[src/rtl/lc3_memaccess_ctrl.sv]
// LC3 MemAccess sequencer: runs LD/ST/LDI/STI over a fixed-latency data memory port.
// Optional macro LC3_MEMACCESS_STATS_EN adds ld_count/st_count completion counters.
module lc3_memaccess_ctrl #(
  parameter int unsigned ADDR_W   = 16,
  parameter int unsigned DATA_W   = 16,
  parameter int unsigned READ_LAT = 1
) (
  input  logic              clock,
  input  logic              reset,
  input  logic              req_valid,
  output logic              req_ready,
  input  logic [1:0]        req_op,
  input  logic [ADDR_W-1:0] req_addr,
  input  logic [DATA_W-1:0] req_data,
  output logic [ADDR_W-1:0] DMem_addr,
  output logic              DMem_rd,
  output logic [DATA_W-1:0] DMem_din,
  input  logic [DATA_W-1:0] DMem_dout,
  output logic [DATA_W-1:0] memout,
  output logic              done
`ifdef LC3_MEMACCESS_STATS_EN
  ,
  output logic [15:0]       ld_count,
  output logic [15:0]       st_count
`endif
);

  localparam int unsigned CNT_W  = 4;
  localparam int unsigned STAT_W = 16;
  localparam logic [CNT_W-1:0] LAT = CNT_W'(READ_LAT);

  typedef enum logic [2:0] {
    S_IDLE,
    S_IND_RD,
    S_DATA_RD,
    S_DATA_WR,
    S_DONE
  } state_t;

  state_t            state_q, state_d;
  logic              st_q, st_d;
  logic [ADDR_W-1:0] addr_q, addr_d;
  logic [DATA_W-1:0] data_q, data_d;
  logic [CNT_W-1:0]  cnt_q, cnt_d;
  logic [DATA_W-1:0] memout_q, memout_d;
  logic [ADDR_W-1:0] dmem_addr_q, dmem_addr_d;
  logic [DATA_W-1:0] dmem_din_q, dmem_din_d;
  logic              dmem_rd_q, dmem_rd_d;
  logic              done_q, done_d;
  logic              ready_q, ready_d;
  logic              rd_hit;

  // Read data is valid on the cycle the wait counter reaches the latency.
  assign rd_hit = (cnt_q == LAT);

  always_comb begin
    state_d     = state_q;
    st_d        = st_q;
    addr_d      = addr_q;
    data_d      = data_q;
    cnt_d       = cnt_q;
    memout_d    = memout_q;
    dmem_addr_d = dmem_addr_q;
    dmem_din_d  = dmem_din_q;

    case (state_q)
      S_IDLE: begin
        if (req_valid && ready_q) begin
          st_d   = req_op[0];
          addr_d = req_addr;
          data_d = req_data;
          cnt_d  = '0;
          if (req_op[1])      state_d = S_IND_RD;
          else if (req_op[0]) state_d = S_DATA_WR;
          else                state_d = S_DATA_RD;
        end
      end
      S_IND_RD: begin
        if (rd_hit) begin
          addr_d  = ADDR_W'(DMem_dout);
          cnt_d   = '0;
          state_d = st_q ? S_DATA_WR : S_DATA_RD;
        end else begin
          cnt_d = cnt_q + CNT_W'(1);
        end
      end
      S_DATA_RD: begin
        if (rd_hit) begin
          memout_d = DMem_dout;
          state_d  = S_DONE;
        end else begin
          cnt_d = cnt_q + CNT_W'(1);
        end
      end
      S_DATA_WR: state_d = S_DONE;
      S_DONE:    state_d = S_IDLE;
      default:   state_d = S_IDLE;
    endcase

    // Port outputs are registered from the state being entered.
    dmem_rd_d = (state_d != S_DATA_WR);
    done_d    = (state_d == S_DONE);
    ready_d   = (state_d == S_IDLE);
    if (state_d == S_IND_RD || state_d == S_DATA_RD || state_d == S_DATA_WR) begin
      dmem_addr_d = addr_d;
    end
    if (state_d == S_DATA_WR) begin
      dmem_din_d = data_d;
    end
  end

  always_ff @(posedge clock) begin
    if (!reset) begin
      state_q     <= S_IDLE;
      st_q        <= 1'b0;
      addr_q      <= '0;
      data_q      <= '0;
      cnt_q       <= '0;
      memout_q    <= '0;
      dmem_addr_q <= '0;
      dmem_din_q  <= '0;
      dmem_rd_q   <= 1'b1;
      done_q      <= 1'b0;
      ready_q     <= 1'b1;
    end else begin
      state_q     <= state_d;
      st_q        <= st_d;
      addr_q      <= addr_d;
      data_q      <= data_d;
      cnt_q       <= cnt_d;
      memout_q    <= memout_d;
      dmem_addr_q <= dmem_addr_d;
      dmem_din_q  <= dmem_din_d;
      dmem_rd_q   <= dmem_rd_d;
      done_q      <= done_d;
      ready_q     <= ready_d;
    end
  end

  assign req_ready = ready_q;
  assign DMem_addr = dmem_addr_q;
  assign DMem_rd   = dmem_rd_q;
  assign DMem_din  = dmem_din_q;
  assign memout    = memout_q;
  assign done      = done_q;

`ifdef LC3_MEMACCESS_STATS_EN
  logic [STAT_W-1:0] ld_cnt_q, ld_cnt_d;
  logic [STAT_W-1:0] st_cnt_q, st_cnt_d;

  // Completed operations only; an aborted one never reaches DONE.
  always_comb begin
    ld_cnt_d = ld_cnt_q;
    st_cnt_d = st_cnt_q;
    if (state_q == S_DONE) begin
      if (st_q) st_cnt_d = st_cnt_q + STAT_W'(1);
      else      ld_cnt_d = ld_cnt_q + STAT_W'(1);
    end
  end

  always_ff @(posedge clock) begin
    if (!reset) begin
      ld_cnt_q <= '0;
      st_cnt_q <= '0;
    end else begin
      ld_cnt_q <= ld_cnt_d;
      st_cnt_q <= st_cnt_d;
    end
  end

  assign ld_count = ld_cnt_q;
  assign st_count = st_cnt_q;
`endif

endmodule

[config.mk]
export PLATFORM = sky130hd
export DESIGN_NAME = lc3_memaccess_ctrl
export DESIGN_NICKNAME = d
export VERILOG_FILES = /design/src/rtl/lc3_memaccess_ctrl.sv
export SDC_FILE = /design/constraint.sdc
export NUM_CORES = 1
export LEC_CHECK = 0
export ABC_AREA = 1
export BUFFER_PORTS_ARGS = -buffer_cell sky130_fd_sc_hd__buf_2
export CAP_MARGIN = 40
export CORE_MARGIN = 4
export CORE_UTILIZATION = 52
export CTS_CLUSTER_SIZE = 12
export DETAILED_ROUTE_END_ITERATION = 10
export HOLD_SLACK_MARGIN = 0.03
export MAX_ROUTING_LAYER = met4
export PLACE_DENSITY = 0.77
export SYNTH_ARGS = -nofsm -noshare
export SYNTH_HDL_FRONTEND = slang
export SYNTH_SLANG_ARGS = --single-unit
[constraint.sdc]
create_clock -name clock -period 1.9 [get_ports clock]
set_clock_uncertainty 0.1 [all_clocks]
set_input_delay 0.475 -clock clock [delete_from_list [all_inputs] [get_ports clock]]
set_output_delay 0.475 -clock clock [all_outputs]
set_load 0.05 [all_outputs]
## Word level (Yosys, flattened, before mapping)

Cells that the tools add are included.

- Bits in registers: 91
- Output and inout port bits: 51

- Mux-type cells: 16
- Add/subtract/negate cells: 1
- Eq/ne operators: 11
- Reductions and logical operators: 9

Operators by type and width:

| kind | number |
|---|---|
| $mux W16 | 4 |
| $pmux W16 S2 | 1 |
| $eq A3 B2 Y1 const B | 4 |
| $mux W4 | 3 |
| $pmux W3 S4 | 1 |
| $pmux W4 S3 | 1 |
| $mux W3 | 3 |
| $eq A3 B1 Y1 const B | 2 |
| $logic_not A3 Y1 | 2 |
| $add A4 B1 Y4 const B | 1 |
| $eq A4 B1 Y1 const B | 1 |
| $ne A2 B2 Y1 const B | 2 |
| $reduce_and A2 Y1 | 2 |
| $eq A3 B3 Y1 const B | 1 |
| $ne A3 B2 Y1 const B | 1 |
| $reduce_and A3 Y1 | 1 |
| $reduce_bool A3 Y1 | 1 |
| $logic_or A1 B1 Y1 | 2 |
| $mux W1 | 2 |
| $mux W2 | 1 |
| $logic_and A1 B1 Y1 | 1 |

## Longest topological paths before layout

- Word-level depth: 7
- Mapped depth: 10

## Worst setup path before layout

Ideal clock, no wire load.

- Path kind: reg2reg
- From: register ready_q (netlist: req_ready)
- To: register dmem_addr_q[10] (netlist: DMem_addr[10])
- Library setup time: 112 ps
- Slack: 92 ps
- Arrival time: 1596 ps
- Cell stages (with the launch flop): 9
- Buffers on the path: 1
- Cells stage by stage: dfxtp_1 nand2_1 inv_1 nand3_1 clkbuf_1 nand3_1 nand3_1 nor2_1 nor2_1

- Cells in the longest elaborated chain, start to end: 6
- Elaborated cells on any way between the ends: 10

Ends and longest elaborated chain:

| element | line | text |
|---|---|---|
| start, declared | 50 | `logic ready_q, ready_d;` |
| start signal, assigned | 136 | `ready_q <= ready_d;` |
| $logic_and A1 B1 Y1 * | 68 | `if (req_valid && ready_q) begin` |
| $mux W3 | 68 |  |
| $pmux W3 S4 | 66 | `case (state_q)` |
| $eq A3 B1 Y1 / $eq A3 B2 Y1 (equally long branches) | 104 | `if (state_d == S_IND_RD \|\| state_d == S_DATA_RD \|\| state_d == S_DATA_WR) begin` |
| $logic_or A1 B1 Y1 (2 in a row) | 104 |  |
| end signal, assigned | 132 | `dmem_addr_q <= dmem_addr_d;` |
| end, declared | 46 | `logic [ADDR_W-1:0] dmem_addr_q, dmem_addr_d;` |

Mark *: on every way between the ends. The rest lies on a longest branch, timed or not.
A chain may end at the register's enable or synchronous reset.

## Worst setup path after layout

- From: register cnt_q[1]
- To: register dmem_addr_q[0] (netlist: DMem_addr[0])

- Cells in the longest elaborated chain, start to end: 6
- Elaborated cells on any way between the ends: 11

Ends and longest elaborated chain:

| element | line | text |
|---|---|---|
| start, declared | 44 | `logic [CNT_W-1:0] cnt_q, cnt_d;` |
| start signal, assigned | 130 | `cnt_q <= cnt_d;` |
| $eq A4 B1 Y1 * | 54 | `assign rd_hit = (cnt_q == LAT);` |
| $mux W3, on equally long branches | 88, 79 |  |
| $pmux W3 S4 | 66 |  |
| $eq A3 B1 Y1 / $eq A3 B2 Y1 (equally long branches) | 104 |  |
| $logic_or A1 B1 Y1 (2 in a row) | 104 |  |

Marks and branches as above.

==> PnR_summary.wiki <==
{| class="wikitable"
! Metric !! Value
|-
| Initial Util || 0.536
|-
| Largest net degree at the start of global routing || 43
|-
| Outcome || finished clean
|-
| Pre-antenna DRT Iters || 4
|-
| Endpoint required time on the critical path || about 2.1 ns
|-
| Post-route total power || 5.98 mW
|-
| Ratio of total power to cell area || 1240 nW/um^2
|-
| Async set-reset flop share out of synthesis || 0
|-
| Area growth syn-to-layout || 23.0%
|-
| Placed standard-cell area || 4520 um^2
|-
| Area of all placed cells without fillers || 4810 um^2
|-
| Storage element area || 1820 um^2
|-
| Arr. time, crit path || 2.07 ns
|-
| Clock Sinks || 91
|-
| Overall die width || 94.7 um
|-
| Final period utilization || 0.991
|-
| Critical-path maximum fanout || 18
|-
| Overall Global Routing Usage || 0.241
|-
| Worst-case setup margin in the final layout || between 0.015 and 0.02 ns
|-
| Count of antenna-violating nets left after detailed routing || 0
|-
| Count of flip-flops with a built-in enable after synthesis || 0
|-
| Yosys top cell area share || 0.466
|-
| Number of CTS-inserted buffers || 9
|-
| Final routed wire length divided by cell count || 13.3 um
|-
| Initial antenna violation count || 0
|-
| Relative slew margins || 0.654
|-
| Remaining design rule violation count || 0
|-
| Mean instance size in the synthesized netlist || 6.80 um^2
|-
| Pre-CTS setup slack || 0.00268 ns
|-
| Kind of end point of the critical path || flop
|-
| Number of nets at the end of the flow || 729
|-
| Hold/Removal Path Class || in2reg
|-
| Final setup violation count || 0
|-
| Worst ir drop on vdd || roughly 670 uV
|-
| Distinct cell type count of the synthesized netlist || 26
|-
| Ant diodes || 0
|-
| CTS clock-pin slew for the worst setup and hold paths || 0.09 ns
|-
| Multi-input gate area || 1720 um^2
|-
| Max-capacitance violation count || 0
|-
| Via count of the first global-routing pass || 3622
|-
| Post-synthesis cell area || 3910 um^2
|-
| Top cells by area in the synthesized netlist || sky130_fd_sc_hd__dfxtp_1, sky130_fd_sc_hd__nand2_1, sky130_fd_sc_hd__nor2_1, sky130_fd_sc_hd__nand3_1, sky130_fd_sc_hd__inv_1
|-
| Cell at the root of the clock tree || sky130_fd_sc_hd__clkbuf_8
|-
| Min cycle time layout || 1.88 ns
|-
| Post-synth top cells || sky130_fd_sc_hd__nand2_1, sky130_fd_sc_hd__nor2_1, sky130_fd_sc_hd__dfxtp_1
|-
| Sequential element share of the synthesized area || 0.466
|-
| Placed wire-length estimate after detailed placement || 6.68 mm
|-
| Most area-hungry cell type in the Yosys netlist || sky130_fd_sc_hd__dfxtp_1
|-
| Most used flip-flop cell after synthesis || sky130_fd_sc_hd__dfxtp_1
|-
| Placeable core region || 7290 um^2
|-
| Die Outline Area || about 9000 um^2
|-
| CTS hold repair buffers || 0
|-
| Yosys warning total || 0
|-
| Routed vias || 3859
|-
| Starting DRC count in detailed routing || 251
|-
| Slew Viols, Final || 0
|-
| Buffers from clock root to sink, at most || 2
|-
| Synthesized instance count || between 500 and 600
|-
| Utilization after layout || 0.660
|-
| Maximum level of the CTS H-tree || 3
|-
| Total gr overflow || 0
|-
| Die Span Y || 94.7 um
|-
| Leak Pwr || 2.59 nW
|-
| Buffers on Ports || around 100
|-
| Fmax || 531 MHz
|-
| WL final || 10.3 mm
|-
| Final RePlAce weighted congestion || roughly 0.86
|-
| Total I/O pin count || 104
|-
| Cell with the most instances after synthesis || sky130_fd_sc_hd__nand2_1
|-
| Wire length of the first global-routing pass || 16.7 mm
|-
| Vias per inst || 4.96
|-
| TritonCTS clock tree || yes
|-
| Critical setup path kind || reg2reg
|-
| Insertion delay to the later sink of the worst-skew pair || approximately 0.35 ns
|-
| Number of flip-flops and latches in the synthesized netlist || 91
|-
| Actual transition at the worst max-transition pin || 0.519 ns
|-
| Startpoint type of the worst setup path || flop
|-
| Filler cells || 686
|-
| Proportion of layout cells with a drive suffix above 1 || 0.222
|-
| Final hold vios || 0
|-
| Post-Synthesis Net Count || 630
|-
| Number of placement rows || 31
|}
-- cell type report --
| type | count | area share |
|---|---|---|
| Timing Repair Buffer | 115 | 0.136 |
| Sequential cell | 91 | 0.379 |
| Inverter | 77 | 0.0627 |
| Multi-Input combinational cell | 380 | 0.357 |
| Tap cell | 99 | 0.0257 |
| Clock buffer | 13 | 0.0351 |
| Clock inverter | 3 | 0.00442 |
-- where the power goes --
group	switching (mW)	leakage, nW	internal [mW]
combinational	1.71	1.75	0.664
clock	0.671	0.0956	0.585
sequential	0.140	0.745	2.21
total	2.52	2.59	3.46
-- critical path, cell delays in order (launching register included) --
cell	delay [ns]
sky130_fd_sc_hd__dfxtp_1	0.37
sky130_fd_sc_hd__inv_1	0.07
sky130_fd_sc_hd__ha_1	0.22
sky130_fd_sc_hd__nand2_4	0.14
sky130_fd_sc_hd__clkinv_8	0.13
sky130_fd_sc_hd__nand2_8	0.15
sky130_fd_sc_hd__nand3_2	0.25
sky130_fd_sc_hd__nand2_1	0.15
sky130_fd_sc_hd__nand2_1	0.08
sky130_fd_sc_hd__nor2_1	0.15
-- path summary, 6_finish.rpt --
path	start	endpoint	slack, ns	depth (start not counted)
max	cnt_q[1]	DMem_addr[0]	0.02	9
min	DMem_dout[9]	memout[9]	0.27	3
max reg2reg	cnt_q[1]	DMem_addr[0]	0.02	9
min reg2reg	DMem_din[12]	DMem_din[12]	0.38	2
-- cell usage in the layout (no fill, tap or decap) --
| cell | Yosys | layout |
|---|---|---|
| sky130_fd_sc_hd__nor2_1 | 102 | 101 |
| sky130_fd_sc_hd__nand2_4 | 2 | 1 |
| sky130_fd_sc_hd__xor2_1 | 2 | 2 |
| sky130_fd_sc_hd__inv_2 | 3 | 3 |
| sky130_fd_sc_hd__nand3_4 | 1 | 2 |
| sky130_fd_sc_hd__o21ai_0 | 18 | 18 |
| sky130_fd_sc_hd__or2_2 | 1 | 1 |
| sky130_fd_sc_hd__clkinv_2 | 0 | 1 |
| sky130_fd_sc_hd__a31oi_1 | 1 | 1 |
| sky130_fd_sc_hd__nor2_4 | 2 | 2 |
| sky130_fd_sc_hd__buf_4 | 1 | 8 |
| sky130_fd_sc_hd__nand2_2 | 2 | 1 |
| sky130_fd_sc_hd__nand2_8 | 0 | 2 |
| sky130_fd_sc_hd__o21ai_2 | 1 | 1 |
| sky130_fd_sc_hd__a21oi_1 | 23 | 22 |
| sky130_fd_sc_hd__clkinv_4 | 0 | 1 |
| sky130_fd_sc_hd__nand4_1 | 1 | 1 |
| sky130_fd_sc_hd__a21oi_2 | 0 | 1 |
| sky130_fd_sc_hd__clkinv_8 | 0 | 1 |
| sky130_fd_sc_hd__buf_12 | 0 | 4 |
| sky130_fd_sc_hd__ha_1 | 2 | 2 |
| sky130_fd_sc_hd__nand2_1 | 148 | 148 |
| sky130_fd_sc_hd__nor2_2 | 2 | 3 |
| sky130_fd_sc_hd__clkinvlp_4 | 0 | 1 |
| sky130_fd_sc_hd__nand3_2 | 1 | 3 |
| sky130_fd_sc_hd__clkbuf_1 | 10 | 1 |
| sky130_fd_sc_hd__buf_2 | 17 | 103 |
| sky130_fd_sc_hd__nand3_1 | 68 | 68 |
| sky130_fd_sc_hd__clkbuf_8 | 0 | 12 |
| sky130_fd_sc_hd__dfxtp_1 | 91 | 91 |
| sky130_fd_sc_hd__inv_1 | 73 | 73 |
-- per-layer routing --
layer | wire length, um | GRT usage
met5 | 0 | -
met4 | 191 | 0.0853
met3 | 658 | 0.0486
met2 | 4900 | 0.377
met1 | 4580 | 0.310
-- what timing repair did --
action,4_1_cts,5_1_grt
pin swaps,1,1
endpoints found under the setup margin,2,40
buffers inserted,0,3
endpoints found under the hold margin,0,0
gates cloned,1,2
resized for setup,0,9
-- stage by stage --
stage | hold WS [ns] | TNS (ns) | cells
after floorplan | 0.359 | 0 | 575
after global placement | 0.357 | 0 | 756
after detailed placement | 0.367 | 0 | 756
after CTS | 0.259 | 0 | 773
after global routing | 0.251 | -0.0388 | 778
final | 0.266 | 0 | 778
-- flip-flops by register name, summed over array words and instances (netlist names) --
signal / cells
DMem_din: 16
memout: 16
req_ready: 1
st_q: 1
addr_q: 16
DMem_addr: 16
done: 1
cnt_q: 4
state_q: 3
data_q: 16
DMem_rd: 1
-- cells by family (layout without fill, tap and decap cells) --
| logic type | count (synthesis) | in the layout | synth area share |
|---|---|---|---|
| AOI/OAI and AO/OA | 43 | 43 | 0.0563 |
| buffers and inverters | 107 | 208 | 0.112 |
| xor gates and xnor gates | 2 | 2 | 0.00448 |
| and+or+nand+nor | 330 | 333 | 0.355 |
| DFF | 91 | 91 | 0.466 |
| adders and majority gates | 2 | 2 | 0.00640 |
Note: power is estimated with default switching activity, not from simulation.
